==> src/rtl/uart_rx_fifo.sv <==
// uart_rx_fifo: drains the buart holding register into a 2^DEPTH_LOG2 byte FIFO popped by the CPU.
// Define UART_FIFO_DROP_EN to drain and drop bytes (sticky overrun) when full; otherwise backpressure.
module uart_rx_fifo #(
  parameter int DEPTH_LOG2 = 4
) (
  input  logic                clk,
  input  logic                resetq,
  input  logic                in_valid,
  input  logic [7:0]          in_data,
  output logic                in_rd,
  input  logic                cpu_rd,
  input  logic                cpu_clr,
  output logic [7:0]          out_data,
  output logic                out_valid,
  output logic [DEPTH_LOG2:0] level,
  output logic                overrun
);
  localparam int DEPTH = 1 << DEPTH_LOG2;
  typedef enum logic {IDLE, HOLD} state_t;
  state_t state, next_state;
  logic [7:0] mem [DEPTH];
  logic [DEPTH_LOG2-1:0] wp, rp;
  logic full, take, push, pop;
  assign full = level == (DEPTH_LOG2+1)'(DEPTH);
  assign pop = cpu_rd && level != '0;
`ifdef UART_FIFO_DROP_EN
  assign take = state == IDLE && in_valid;
`else
  assign take = state == IDLE && in_valid && !full;
`endif
  assign push = take && !full;
  assign out_data = mem[rp];
  assign out_valid = level != '0;
  // HOLD gives buart one edge to clear valid so a byte is never captured twice
  always_comb begin
    next_state = (state == HOLD) ? IDLE : (take ? HOLD : IDLE);
  end
  always_ff @(posedge clk or negedge resetq) begin
    if (!resetq) begin
      state <= IDLE;
      in_rd <= 1'b0;
      wp <= '0;
      rp <= '0;
      level <= '0;
    end else begin
      state <= next_state;
      in_rd <= take;
      if (push) wp <= wp + 1'b1;
      if (pop) rp <= rp + 1'b1;
      if (push && !pop) level <= level + 1'b1;
      else if (pop && !push) level <= level - 1'b1;
    end
  end
  always_ff @(posedge clk) begin
    if (push) mem[wp] <= in_data;
  end
`ifdef UART_FIFO_DROP_EN
  always_ff @(posedge clk or negedge resetq) begin
    if (!resetq) overrun <= 1'b0;
    else if (take && full) overrun <= 1'b1;
    else if (cpu_clr) overrun <= 1'b0;
  end
`else
  logic unused;
  assign unused = cpu_clr;
  assign overrun = 1'b0;
`endif
endmodule
==> config.mk <==
export PLATFORM = sky130hd
export DESIGN_NAME = uart_rx_fifo
export DESIGN_NICKNAME = d
export VERILOG_FILES = /design/src/rtl/uart_rx_fifo.sv
export SDC_FILE = /design/constraint.sdc
export NUM_CORES = 1
export LEC_CHECK = 0
export ABC_CLOCK_PERIOD_IN_PS = 2770
export BUFFER_PORTS_ARGS = -buffer_cell sky130_fd_sc_hd__buf_2
export CORE_UTILIZATION = 55
export DETAILED_ROUTE_END_ITERATION = 16
export PLACE_DENSITY = 0.73
export SLEW_MARGIN = 20
export SYNTH_ARGS = -nofsm -noshare
export SYNTH_HDL_FRONTEND = slang
export SYNTH_SLANG_ARGS = --single-unit
export TNS_END_PERCENT = 100
==> constraint.sdc <==
create_clock -name clk -period 2.77 [get_ports clk]
set_input_delay 0.554 -clock clk [delete_from_list [all_inputs] [get_ports clk]]
set_output_delay 0.554 -clock clk [all_outputs]
set_load 0.03 [all_outputs]
==> results of run 1 <==
-- sequential cells by signal, summed over array words and instances, names as in the netlist --
name	count
level	5
in_rd	1
mem	128
state	1
rp	4
wp	4
-- cell type report --
type / instances / share of cell area [%]
sequential: 143 / 59.1
multi-input combinational: 170 / 23.4
timing repair buffer: 46 / 6.30
clock buffer: 17 / 5.80
clock inverter: 15 / 2.61
tap: 136 / 2.38
inverter: 7 / 0.368
-- cells in the mapped netlist, types with 8 or more instances --
| master | number |
|---|---|
| a22oi_1 | 8 |
| nand2_1 | 20 |
| edfxtp_1 | 128 |
| a221oi_2 | 8 |
| and2_1 | 17 |
| xnor2_1 | 8 |
| a21oi_1 | 11 |
| dfrtp_1 | 15 |
| mux4_2 | 16 |
| ha_1 | 9 |
| o21ai_0 | 13 |
| mux2i_1 | 25 |
-- report_power, final --
group / switching (mW) / total (mW) / leakage, nW / internal, mW
clock network: 0.910 / 2.29 / 0.282 / 1.38
registers: 0.214 / 2.81 / 1.33 / 2.60
logic: 1.77 / 3.24 / 0.937 / 1.47
-- through the flow --
step / area, sq um / instances / setup slack, ps / TNS [ps]
after global routing: 7150 / 534 / -115 / -706
final: 7150 / 534 / -39.1 / -116
after global placement: 6200 / 491 / 229 / 0
after floorplan: 5940 / 335 / 54.0 / 0
after CTS: 7110 / 535 / -36.3 / -138
after detailed placement: 6200 / 491 / 237 / 0
-- kinds of logic after synthesis --
group / count (synthesis) / share of synthesized area, %
DFF: 143 / 71.1
AOI/OAI and AO/OA: 50 / 6.18
and+or+nand+nor: 50 / 4.64
muxes: 49 / 11.8
buffers and inverters: 22 / 2.45
adders and majority gates: 10 / 2.24
xor gates and xnor gates: 10 / 1.48
other: 1 / 0.0632
-- layout by cell type (no fill, tap or decap), drive strengths merged, types with 3 or more instances in the layout --
cell,count
nor2,4
o21ai,20
mux4,16
buf,45
bufinv,3
nand2,20
clkinv,4
edfxtp,128
ha,9
inv,11
mux2,8
clkbuf,17
a221oi,8
dfrtp,15
mux2i,25
and2,18
clkinvlp,4
a21oi,12
xnor2,8
a22oi,8
-- per-layer routing --
| layer | vias up | share of wire [%] | wire length [microns] | global-route usage (%) |
|---|---|---|---|---|
| met3 | 25 | 6.3 | 764 | 6.25 |
| met2 | 119 | 52 | 6290 | 39.8 |
| li1 | 1408 | - | - | - |
| met4 | 0 | 2.8 | 343 | 11.4 |
| met1 | 1572 | 39 | 4810 | 30.1 |
| met5 | - | 0 | 0 | 0 |
-- path summary, 6_finish.rpt --
path / endpoint / slack (ps) / startpoint
worst max-delay path: out_data[3] / -40 / rp[0]$_DFFE_PN0P_
worst min-delay path: state$_DFF_PN0_ / 350 / in_valid
worst max register to register: level[4]$_DFFE_PN0P_ / 200 / level[2]$_DFFE_PN0P_
worst min register to register: rp[2]$_DFFE_PN0P_ / 540 / rp[2]$_DFFE_PN0P_
max in group asynchronous: rp[0]$_DFFE_PN0P_ / 2030 / resetq
min in group asynchronous: in_rd$_DFF_PN0_ / 460 / resetq
-- repair_timing --
item,in CTS,in global routing
buffers inserted,8,0
gates resized for setup,45,13
hold buffers,1,0
endpoints found under the setup margin,8,8
gates cloned,3,0
endpoints found under the hold margin,15,0
pin swaps,17,10
-- worst max-delay path, stage by stage (launching register included) --
cell,delay [ps]
dfrtp_2,430
buf_6,140
buf_12,140
buf_12,130
mux2i_1,130
a221oi_2,330
a22oi_1,150
nand2_1,120
buf_6,140
==> flow_summary.toml, run 1 <==
[clock_tree]
cts.path.max_buffers = 2
cts_tree = "yes"
htreeDepth = 4
clkSinkCount = 143
path_clk_slew_ps = 60
clk_latency_ps = 530
root_buffer = "clkbuf_8"
cts-buffers-inserted = 17

[die]
dieArea_sq_mm = 0.0112
die_y_microns = 106
rows = 37
pin_count = 29
die_w_microns = 106
start_util_pct = 57.2
core_sq_mm = 0.0104

[critical_path]
crit_arrival_ps = 2260
cp_max_fo = 5
crit_type = "flip-flop to output port"
r2r_cells = 11
cp-end-kind = "output port"
critPathRequiredTime_ps = 2220
cp-start-kind = "flip-flop"

[global_route]
grt_pass1_vias = 3278
grt_pass1_wl_microns = 18800
grt_max_degree = 20
grt_antenna_before_repair = 0
grt_usage_pct = 24.2
grt_remaining_overflow = 0

[cells_and_area]
multi_input_area_sq_mm = 0.00168
drive_gt1_share_pct = 33.4
post-route-util_pct = 68.9
syn2layout_area_growth_pct = 20.5
nets = 408
final.fill_count = 651
antennaDiodeCount = 0
regArea_sq_mm = 0.00422

[drt]
routedWlPerCell_microns = 22.9
wirelength_microns = 12200
drt_iter0_drc = 229
post-route-drc-count = 0
num_vias = 3124
first_pass_iters = 5
vias_per_cell = 5.85
drtAntennaViolNets = 0

[logic_synthesis]
ys_top_cells_by_area = "edfxtp_1 65%, dfrtp_1 6.3%, mux4_2 6.1%"
syn_area_sq_mm = 0.00593
synth.ff_latch_count = 143
synth_edf_count = 128
yosysWarnings = 0
ys_seq_area_share_pct = 71.1
async_flop_share_pct = 10.5
yosysTopAreaCellShare_pct = 64.8
synth_nets = 358
netlist_instances = 335
synthFlopType = "edfxtp_1"
synth_cell_type_count = 37
syn_area_per_cell_sq_um = 17.7
yosysTopAreaCell = "edfxtp_1"

[timing]
finalHoldViolCount = 0
finalClockSkew_ps = 6.01
worst_slew_pin_slew_ps = 659
fin_ws_ps = -39.1
max_freq_ghz = 0.356
grt_setup_unrepaired = "yes"
setup_viol = 6
slew_headroom_pct = 56.0
fin_hold_ws_ps = 350
min_period_ps = 2810
period_share_pct = 101
slew_violations = 0

[pwr]
power.density_mw_per_mm2 = 1170
power.leakage_nw = 2.55
vdd_drop_max_v = 0.000706
p_total_mw = 8.35

[outcome]
outcome = "finished, violations left"
violations = "setup timing"

[min_path]
holdPathStages = 3
hold_path.class = "primary input to flip-flop"

[placed_design]
io_buffer_count = 26
gp_congestion = 0.774
dpl.hpwl_microns = 7080

[run]
cap_violations = 0
No activity file was read; power rests on OpenSTA's default activity.
==> run 2, diff against run 1 <==
- MAX_ROUTING_LAYER: unset -> met4
==> flow_summary.toml, run 2 (synthesis gave the netlist of run 1 again) <==
[pwr]
vdd_drop_max_v = 0.000705
power.leakage_nw = 2.55
p_total_mw = 8.35
power.density_mw_per_mm2 = 1170

[global_route]
grt_remaining_overflow = 0
grt_antenna_before_repair = 0
grt_max_degree = 20
grt_pass1_vias = 3244
grt_usage_pct = 25.0
grt_pass1_wl_microns = 18900

[cells_and_area]
final_area_sq_mm = 0.00715
final.fill_count = 651
syn2layout_area_growth_pct = 20.5
drive_gt1_share_pct = 33.4
layout_common_cells = "128 x edfxtp_1, 23 x mux2i_1, 20 x nand2_1"
antennaDiodeCount = 0
largest_reg_flops = 128
largest_register = "mem"
reg_top3 = "mem x128, level x5"
final_common_cell = "edfxtp_1"
nets = 408

[timing]
min_period_ps = 2800
period_share_pct = 101
finalClockSkew_ps = 10.4
slew_headroom_pct = 55.6
max_freq_ghz = 0.357
finalHoldViolCount = 0
worst_slew_pin_slew_ps = 666
fin_hold_ws_ps = 355
setup_viol = 6
slew_violations = 0
grt_setup_unrepaired = "yes"
timing.setup.tns_ps = -84.5
fin_ws_ps = -33.5

[drt]
post-route-drc-count = 0
vias_per_cell = 5.97
num_vias = 3188
drtAntennaViolNets = 0
drt_iter0_drc = 313
wirelength_microns = 12200
routedWlPerCell_microns = 22.9
first_pass_iters = 5

[critical_path]
slowest_delay_ps = 430
slowest_stage = "dfrtp_2"
crit_type = "flip-flop to output port"
crit_arrival_ps = 2250
critPathRequiredTime_ps = 2220
cp-start-kind = "flip-flop"
startpoint = "rp[0]$_DFFE_PN0P_"
r2r-start = "level[2]$_DFFE_PN0P_"
cp-end-kind = "output port"
cp_max_fo = 5
path_cells = "buf_6, buf_12, buf_12, mux2i_1, a221oi_2, a22oi_1, nand2_1, buf_6"
path_buf_inv = 4
cpLargestDelayFamily = "buffers and inverters"

[die]
pin_count = 29
dieArea_sq_mm = 0.0112
die_y_microns = 106
core_sq_mm = 0.0104
start_util_pct = 57.2
rows = 37
die_w_microns = 106

[run]
cap_violations = 0

[clock_tree]
cts-buffers-inserted = 17
clk_latency_ps = 530
cts_tree = "yes"
clkSinkCount = 143
root_buffer = "clkbuf_8"
cts.path.max_buffers = 2
path_clk_slew_ps = 60
htreeDepth = 4

[placed_design]
dpl.hpwl_microns = 7080
io_buffer_count = 26
postPlaceCellArea_sq_mm = 0.00620
gp_congestion = 0.785

[min_path]
hold_path_startpoint = "in_valid"
hold_path.class = "primary input to flip-flop"

[outcome]
outcome = "finished, violations left"
violations = "setup timing"
-- run 2: cell counts in the layout (fill, tap and decap cells not counted) --
Identical to the previous run, type by type.
-- run 2: final cells by class --
cell class | count | area [sq um] | area share (%)
tap | 136 | 170 | 2.38
sequential | 143 | 4220 | 59.1
clock inverter | 15 | 186 | 2.61
multi-input combinational | 170 | 1680 | 23.4
clock buffer | 17 | 414 | 5.80
inverter | 7 | 26.3 | 0.368
timing repair buffer | 46 | 450 | 6.30
-- run 2: metrics by stage --
stage / instances / setup WS [ps] / util, %
floorplan: 335 / 54.0 / -
global placement: 491 / 229 / 59.8
detailed placement: 491 / 237 / 59.8
CTS: 535 / -36.3 / 68.6
global route: 534 / -115 / 68.9
finish: 534 / -33.5 / 68.9
-- run 2: per-layer routing --
layer | up-vias | track usage, % | share of wire [%]
met2 | 134 | 39.5 | 51
met1 | 1619 | 30.8 | 39
met5 | - | - | 0
met3 | 29 | 6.06 | 7.2
li1 | 1406 | - | -
met4 | 0 | 11.0 | 2.7
-- run 2: path summary, 6_finish.rpt --
path / cells past startpoint / endpoint / slack (ps)
max: 8 / out_data[3] / -30
min: 3 / state$_DFF_PN0_ / 350
max reg2reg: 11 / level[4]$_DFFE_PN0P_ / 200
min reg2reg: 1 / rp[2]$_DFFE_PN0P_ / 540
max in group asynchronous: 2 / rp[0]$_DFFE_PN0P_ / 2030
min in group asynchronous: 2 / wp[2]$_DFFE_PN0P_ / 460
-- run 2: what timing repair did --
action / 4_1_cts / 5_1_grt
gates resized for setup: 45 / 13
hold buffers: 1 / 0
cloned: 3 / 0
endpoints found under the hold margin: 15 / 0
pin swaps: 17 / 10
buffers inserted: 8 / 0
setup endpoints to repair: 8 / 8
-- run 2: report_power, final --
part / internal (mW) / total (mW) / switching [mW]
combinational: 1.47 / 3.24 / 1.77
clock: 1.38 / 2.29 / 0.908
sequential: 2.60 / 2.81 / 0.216
-- run 2: worst register-to-register path, stage by stage (launching register included) --
cell and delay (ps):
dfrtp_2 440, nor4_4 330, nand2b_2 90, and2_4 180
inv_2 70, ha_1 200, inv_1 110, ha_1 330
a21o_1 190, a21oi_1 190, mux2i_1 240, xnor2_1 130
==> run 3, diff against run 2 <==
- CELL_PAD_IN_SITES_DETAIL_PLACEMENT: unset -> 0
- CELL_PAD_IN_SITES_GLOBAL_PLACEMENT: unset -> 2
- CORE_UTILIZATION: 55 -> 46
- PLACE_DENSITY: 0.73 -> 0.8
- SLEW_MARGIN: 20 -> unset
==> flow_summary.toml, run 3 (synthesis gave the netlist of run 1 again) <==
[placed_design]
gp_congestion = 0.717
io_buffer_count = 26
dpl.hpwl_microns = 7190
postPlaceCellArea_sq_mm = 0.00622

[drt]
drtAntennaViolNets = 0
num_vias = 2976
first_pass_iters = 4
vias_per_cell = 5.28
wirelength_microns = 11200
routedWlPerCell_microns = 19.9
post-route-drc-count = 0
drt_iter0_drc = 286

[timing]
worst_slew_pin_slew_ps = 508
finalHoldViolCount = 0
slew_headroom_pct = 66.1
period_share_pct = 97.2
finalClockSkew_ps = 12.2
slew_violations = 0
fin_hold_ws_ps = 37.5
max_freq_ghz = 0.372
grt_setup_unrepaired = "no"
min_period_ps = 2690
timing.setup.tns_ps = 0
setup_viol = 0

[pwr]
power.density_mw_per_mm2 = 1140
vdd_drop_max_v = 0.000522
p_switching_mw = 2.59
intPower_mw = 5.40
power.leakage_nw = 2.49
seqPwrFrac_pct = 35.4
pwr-share-clk_pct = 31.2
comb_power_share_pct = 33.3
sw_frac_of_total_pct = 32.4

[die]
core_sq_mm = 0.0126
start_util_pct = 47.0
rows = 41
dieArea_sq_mm = 0.0134
die_y_microns = 116
pin_count = 29
die_w_microns = 116

[clock_tree]
cts.path.max_buffers = 2
htreeDepth = 4
clkSinkCount = 143
root_buffer = "clkbuf_16"
cts-buffers-inserted = 17
hold_buffers = 0
clk_latency_ps = 420
path_clk_slew_ps = 60
cts_tree = "yes"

[cells_and_area]
final.fill_count = 1006
syn2layout_area_growth_pct = 18.1
nets = 402
final_common_cell = "edfxtp_1"
reg_top3 = "mem x128, level x5"
largest_reg_flops = 128
drive_gt1_share_pct = 28.1
final_area_sq_mm = 0.00701
layout_common_cells = "128 x edfxtp_1, 26 x buf_2, 25 x mux2i_1"
largest_register = "mem"
antennaDiodeCount = 0

[outcome]
outcome = "complete, no violations"

[critical_path]
cp-start-kind = "flip-flop"
crit_arrival_ps = 2140
critPathRequiredTime_ps = 2220
r2r_cells = 11
cp-end-kind = "output port"
cp_max_fo = 16
crit_type = "flip-flop to output port"

[min_path]
hold_path.class = "primary input to asynchronous set/reset pin"

[run]
cap_violations = 0

[global_route]
grt_remaining_overflow = 0
grt_antenna_before_repair = 0
grt_usage_pct = 18.8
grt_max_degree = 33
grt_pass1_wl_microns = 17000
grt_pass1_vias = 2911
==> run 3: layout make-up <==
class                           count  area (sq um)  share of cell area [%]
Timing Repair Buffer               40           303                    4.32
Clock buffer                       22           474                    6.77
Sequential cell                   143          4230                    60.3
Tap cell                          172           215                    3.07
Clock inverter                     10           185                    2.64
Inverter                            7          26.3                   0.375
Multi-Input combinational cell    170          1580                    22.5
==> run 3: power by group through the flow <==
stage          Sequential (mW)  Clock (mW)  Combinational, mW
6_report                  2.83        2.49               2.66
5_1_grt                   2.86        2.61               2.89
4_1_cts                   2.84        2.52               2.47
3_5_place_dp              2.88           0               2.46
3_3_place_gp              2.86           0               2.44
2_1_floorplan             2.85           0               1.87
==> run 3: final timing paths <==
kind                                        end            startpoint  slack (ps)
min reg2reg                level[0]$_DFFE_PN0P_  level[0]$_DFFE_PN0P_         550
min in group clk                state$_DFF_PN0_              in_valid         450
max                                 out_data[6]     rp[0]$_DFFE_PN0P_          80
min                           rp[1]$_DFFE_PN0P_                resetq          40
max reg2reg                level[4]$_DFFE_PN0P_  level[1]$_DFFE_PN0P_         210
max in group asynchronous     rp[2]$_DFFE_PN0P_                resetq        2450
==> run 3: metal layers <==
layer | routed length [microns] | GRT usage [%] | up-vias
li1 | - | - | 1390
met4 | 91 | 6.58 | 0
met2 | 5370 | 27.1 | 73
met3 | 587 | 5.49 | 10
met1 | 5190 | 25.3 | 1503
met5 | 0 | - | -
==> run 3: metrics by stage <==
stage	setup WS [ps]	power [mW]	std cells	utilization, %
6_report	78.8	7.99	564	55.5
3_3_place_gp	203	5.31	524	49.3
5_1_grt	0.509	8.36	564	55.5
2_1_floorplan	54.0	4.71	335	-
4_1_cts	29.0	7.83	556	54.5
3_5_place_dp	205	5.34	524	49.3
==> run 3: timing repair <==
| action | in CTS | in global routing |
|---|---|---|
| gates resized for setup | 1 | 8 |
| pin swaps | 0 | 1 |
| setup buffers | 0 | 7 |
| cloned | 0 | 1 |
| setup endpoints to repair | 4 | 9 |
==> run 3: worst max-delay path, cell delays in order, from the launching register on <==
cell       delay [ps]
dfrtp_2           440
buf_12            130
clkbuf_16         190
mux4_2            510
a22oi_1           190
nand2_1            70
buf_2             180
